===== src/rtl/bip_program_loader.sv =====
// BIP program loader: assembles UART bytes into 16-bit words, writes them
// to instruction memory and releases the BIP core once HALT is stored.
// Ports: i_clock/i_reset (sync, active-high); i_rx_data/i_rx_valid from
// UART RX; o_insmem_wr_en/addr/data to instruction memory;
// o_cpu_reset/o_cpu_valid to the core; o_word_count; o_error (sticky).
// Optional macro BIP_LOADER_CHECKSUM_EN adds a trailing XOR checksum byte.
module bip_program_loader #(
  parameter int NB_DATA            = 16,
  parameter int NB_OPCODE          = 5,
  parameter int NB_BYTE            = 8,
  parameter int N_INSMEM_ADDR      = 2048,
  parameter int LOG2_N_INSMEM_ADDR = 11,
  parameter logic [NB_BYTE-1:0] SYNC_BYTE = 8'hA5
) (
  input  logic                          i_clock,
  input  logic                          i_reset,
  input  logic [NB_BYTE-1:0]            i_rx_data,
  input  logic                          i_rx_valid,
  output logic                          o_insmem_wr_en,
  output logic [LOG2_N_INSMEM_ADDR-1:0] o_insmem_addr,
  output logic [NB_DATA-1:0]            o_insmem_data,
  output logic                          o_cpu_reset,
  output logic                          o_cpu_valid,
  output logic [LOG2_N_INSMEM_ADDR:0]   o_word_count,
  output logic                          o_error
);

`ifdef BIP_LOADER_CHECKSUM_EN
  typedef enum logic [2:0] {
    S_IDLE, S_HI, S_LO, S_CHK, S_RUN, S_ERR
  } state_t;
`else
  typedef enum logic [2:0] {
    S_IDLE, S_HI, S_LO, S_RUN, S_ERR
  } state_t;
`endif

  localparam logic [LOG2_N_INSMEM_ADDR-1:0] LAST_ADDR =
    LOG2_N_INSMEM_ADDR'(N_INSMEM_ADDR - 1);

  state_t                          state_q;
  logic [NB_DATA-NB_BYTE-1:0]      hi_q;
  logic                            wr_en_q;
  logic [LOG2_N_INSMEM_ADDR-1:0]   addr_q;
  logic [NB_DATA-1:0]              data_q;
  logic                            cpu_reset_q;
  logic                            cpu_valid_q;
  logic [LOG2_N_INSMEM_ADDR:0]     count_q;
  logic                            error_q;
`ifdef BIP_LOADER_CHECKSUM_EN
  logic [NB_BYTE-1:0]              chk_q;
`endif

  logic [NB_DATA-1:0] word_d;
  logic               halt_d;

  assign word_d = {hi_q, i_rx_data};
  assign halt_d = (word_d[NB_DATA-1 -: NB_OPCODE] == '0);

  always_ff @(posedge i_clock) begin
    if (i_reset) begin
      state_q     <= S_IDLE;
      hi_q        <= '0;
      wr_en_q     <= 1'b0;
      addr_q      <= '0;
      data_q      <= '0;
      cpu_reset_q <= 1'b1;
      cpu_valid_q <= 1'b0;
      count_q     <= '0;
      error_q     <= 1'b0;
`ifdef BIP_LOADER_CHECKSUM_EN
      chk_q       <= '0;
`endif
    end else begin
      wr_en_q <= 1'b0;
      // Address/count advance on the edge that ends the write pulse.
      // The last address is never stepped past, so it cannot wrap.
      if (wr_en_q) begin
        count_q <= count_q + 1'b1;
        if (addr_q != LAST_ADDR) addr_q <= addr_q + 1'b1;
      end
      // Release one cycle after the HALT write pulse.
      if (state_q == S_RUN) begin
        cpu_reset_q <= 1'b0;
        cpu_valid_q <= 1'b1;
      end
      if (state_q == S_ERR) error_q <= 1'b1;

      unique case (state_q)
        S_IDLE: begin
          if (i_rx_valid && i_rx_data == SYNC_BYTE) begin
            state_q <= S_HI;
            addr_q  <= '0;
            count_q <= '0;
`ifdef BIP_LOADER_CHECKSUM_EN
            chk_q   <= '0;
`endif
          end
        end
        S_HI: begin
          if (i_rx_valid) begin
            hi_q    <= i_rx_data;
            state_q <= S_LO;
`ifdef BIP_LOADER_CHECKSUM_EN
            chk_q   <= chk_q ^ i_rx_data;
`endif
          end
        end
        S_LO: begin
          if (i_rx_valid) begin
            data_q  <= word_d;
            wr_en_q <= 1'b1;
`ifdef BIP_LOADER_CHECKSUM_EN
            chk_q   <= chk_q ^ i_rx_data;
`endif
            // HALT wins over memory-full.
            if (halt_d) begin
`ifdef BIP_LOADER_CHECKSUM_EN
              state_q <= S_CHK;
`else
              state_q <= S_RUN;
`endif
            end else if (addr_q == LAST_ADDR) begin
              state_q <= S_ERR;
            end else begin
              state_q <= S_HI;
            end
          end
        end
`ifdef BIP_LOADER_CHECKSUM_EN
        S_CHK: begin
          if (i_rx_valid) begin
            if (i_rx_data == chk_q) begin
              state_q     <= S_RUN;
              cpu_reset_q <= 1'b0;
              cpu_valid_q <= 1'b1;
            end else begin
              state_q <= S_ERR;
              error_q <= 1'b1;
            end
          end
        end
`endif
        S_RUN: state_q <= S_RUN;
        S_ERR: state_q <= S_ERR;
        default: state_q <= S_IDLE;
      endcase
    end
  end

  assign o_insmem_wr_en = wr_en_q;
  assign o_insmem_addr  = addr_q;
  assign o_insmem_data  = data_q;
  assign o_cpu_reset    = cpu_reset_q;
  assign o_cpu_valid    = cpu_valid_q;
  assign o_word_count   = count_q;
  assign o_error        = error_q;

endmodule

===== config.mk =====
export PLATFORM = sky130hd
export DESIGN_NAME = bip_program_loader
export DESIGN_NICKNAME = d
export VERILOG_FILES = /design/src/rtl/bip_program_loader.sv
export SDC_FILE = /design/constraint.sdc
export NUM_CORES = 1
export LEC_CHECK = 0
export CORE_MARGIN = 2
export CORE_UTILIZATION = 45
export DETAILED_ROUTE_END_ITERATION = 8
export GPL_TIMING_DRIVEN = 0
export PLACE_DENSITY = 0.73
export SYNTH_ARGS = -nofsm -noshare
export SYNTH_HDL_FRONTEND = slang
export SYNTH_SLANG_ARGS = --single-unit

===== constraint.sdc =====
create_clock -name i_clock -period 2.5 [get_ports i_clock]
set_input_delay 0.5 -clock i_clock [delete_from_list [all_inputs] [get_ports i_clock]]
set_output_delay 0.5 -clock i_clock [all_outputs]
set_load 0.1 [all_outputs]

==> key figures <==
STA
  • Unrepaired setup endpoints after global routing: no
  • Setup violations, final: 0
  • Final TNS setup: 0 ps
  • Tcrit/Tclk final: 98.1%
  • Achievable frequency: 0.408 GHz
  • Final Slew Violations: 0
  • Slew @ Worst Pin: 987 ps
  • Final Hold Violating Endpoints: 0
  • Worst slew margin: 34.0%
  • WHS: 451 ps
  • Clk_skew: 10.3 ps
  • Period minus WS final: 2450 ps

Worst setup path
  • Critical-path top delay cell: clkdlybuf4s50_1
  • WP buf/inv: 1
  • WS Path Type: flip-flop to output port
  • CP Cell Sequence: clkdlybuf4s50_1
  • Reg2Reg Depth: 6
  • CP Capture Type: output port
  • Worst path depth: 1
  • Startpoint Class: flip-flop
  • Worst EP required: 2000 ps
  • CP delay by family, top: buffers and inverters
  • Delay of the slowest cell on the worst path: 1180 ps
  • Max FO, Critical Path: 5
  • Data arrival, critical path: 1950 ps

CTS
  • Post-CTS Setup Repair Bufs: 0
  • Clock sink count: 54
  • Hold-fix buffers, CTS: 0
  • Post-cts gate resize count: 0
  • CTS tree: yes
  • H-Tree Depth: 2
  • Longest Clk Path Bufs: 2
  • TritonCTS Buffers: 5
  • Worst-Skew Late Latency: 300 ps
  • Clock-pin slew on the worst setup and hold paths: 90 ps
  • Root buffer selected by CTS: clkbuf_8

Routing
  • Post-route DRC violation count: 0
  • Routed WL: 4790 µm
  • Routed len/inst: 12.4 µm
  • Post-route ant nets: 0
  • DR vias/cell: 5.19
  • Drt pass-1 iters: 4
  • Via count: 2002
  • Initial DRC Count: 100

GRT
  • All-Layer GR Usage: 17.9%
  • First-pass GRT wire length: 7890 µm
  • Initial antenna violation count: 0
  • Grt ovf: 0
  • Vias in the first global route: 1746
  • Largest net degree at the start of global routing: 18

Placed design
  • GP Congestion: 0.832
  • DP Wirelength: 3590 µm
  • Dpl cells: 378
  • Placed Instance Area: 0.00287 mm²
  • PortBufs: 53

Floorplanning
  • Core area: 0.00479 mm²
  • Chip width: 74.8 µm
  • I/O pins: 54
  • Die Footprint: 0.00559 mm²
  • Row cnt: 25
  • Die Ht: 74.8 µm
  • Initial Util: 47.1%

Run status
  • Status: completed

Power and ir drop
  • Seq pwr share: 57.7%
  • Sw Ratio: 20.7%
  • Leak pwr: 1.07 nW
  • Clock share of power: 39.0%
  • Net Sw Power: 309 µW
  • PwrDens: 498 mW/mm²
  • Cell internal pwr: 1.18 mW
  • Combinational share of power: 3.2%
  • Peak supply drop: 0.000253 V

Synth
  • Post-synthesis sequential area ratio: 47.9%
  • Post-synth EDFFs: 0
  • Post-Syn Nets: 271
  • Synth Area per Inst: 8.74 µm²
  • Mapped Area: 0.00225 mm²
  • Library cells used by synthesis: 41
  • Fraction of registers with async set or reset after synthesis: 0%
  • Yosys warns: 0
  • Flops & latches, synth: 54
  • Post-Syn Instances: 258
  • Top FF cell, synth: dfxtp_1

Cells and area
  • Final instance area: 0.00299 mm²
  • Ratio of cells with drive above 1 in the final layout: 9.09%
  • Most common cell after layout, fill and taps aside: nand2_1
  • Layout Nets: 331
  • Area growth syn-to-layout: 32.5%
  • Most frequent cells in the layout: 55 x nand2_1, 54 x dfxtp_1, 51 x clkdlybuf4s50_1
  • Antenna cells: 0
  • Finished Layout Cells: 386

Flow run
  • Max Cap Violations: 0

Hold path
  • Hold/Removal Path Class: flip-flop to flip-flop
  • Hold Path Stages: 2
## final cells by class
type                       count  area, µm²
buffer                        14       90.1
clock buffer                   5       68.8
clock inverter                 3       45.0
fill                         421       1800
inverter                       6       22.5
multi-input combinational    184       1060
sequential                    54       1080
tap                           67       83.8
timing repair buffer          53        536
## flip-flops by register name (all words and copies together) (netlist names)
signal and flops:
o_insmem_data 16, o_word_count 12, o_insmem_addr 11, hi_q 8
state_q 3, o_cpu_reset 1, o_cpu_valid 1, o_error 1
o_insmem_wr_en 1
## Yosys cell counts, types with 4 or more instances
master / instances / share of area, %
nand2_1: 55 / 9.2
nand4_1: 6 / 1.7
nor2_1: 18 / 3.0
and4_1: 5 / 1.9
o21a_1: 4 / 1.3
buf_2: 6 / 1.3
inv_1: 6 / 1.0
nand3_1: 5 / 1.1
xnor2_1: 8 / 3.1
a21oi_1: 31 / 6.9
dfxtp_1: 54 / 48
o21ai_0: 4 / 0.89
a31oi_1: 6 / 1.7
nor3_1: 6 / 1.3
## metal layers
layer	up-vias	track usage, %	share of wire, %
li1	1014	-	-
met1	934	23.8	47
met2	49	29.6	48
met3	5	4.15	4.5
met4	0	4.17	0.79
met5	-	0	0
## final timing paths
| kind | start | slack (ps) | endpoint |
|---|---|---|---|
| worst max-delay path | o_word_count[2] | 50 | o_word_count[2] |
| worst min-delay path | o_cpu_valid | 450 | o_cpu_valid |
| worst max register to register | o_insmem_addr[0] | 900 | o_insmem_addr[8] |
| worst min register to register | o_cpu_valid | 450 | o_cpu_valid |
## through the flow
step,utilization (%),power [mW],setup slack [ps]
final,62.4,1.49,46.3
after CTS,62.3,1.51,46.7
after global routing,62.4,1.54,14.5
after detailed placement,59.9,0.928,334
after floorplan,-,0.900,292
after global placement,59.9,0.928,331
## power groups by stage
| stage | clock, mW | combinational (mW) | sequential, mW |
|---|---|---|---|
| CTS | 0.597 | 0.0487 | 0.860 |
| finish | 0.581 | 0.0484 | 0.860 |
| global route | 0.627 | 0.0525 | 0.860 |
| global placement | 0 | 0.0486 | 0.880 |
| floorplan | 0 | 0.0196 | 0.880 |
| detailed placement | 0 | 0.0486 | 0.880 |
## cells by family after synthesis
group                    count (synthesis)  share of synthesized area [%]
AO/OA/AOI/OAI                           54                           14.3
adder cells (fa/ha/maj)                  2                           1.11
AND/OR/NAND/NOR                        115                           26.5
XOR/XNOR                                11                           4.27
multiplexers                             2                          0.888
buffers and inverters                   20                           4.99
flip-flops                              54                           47.9
Power figures use the tool's default switching activity.
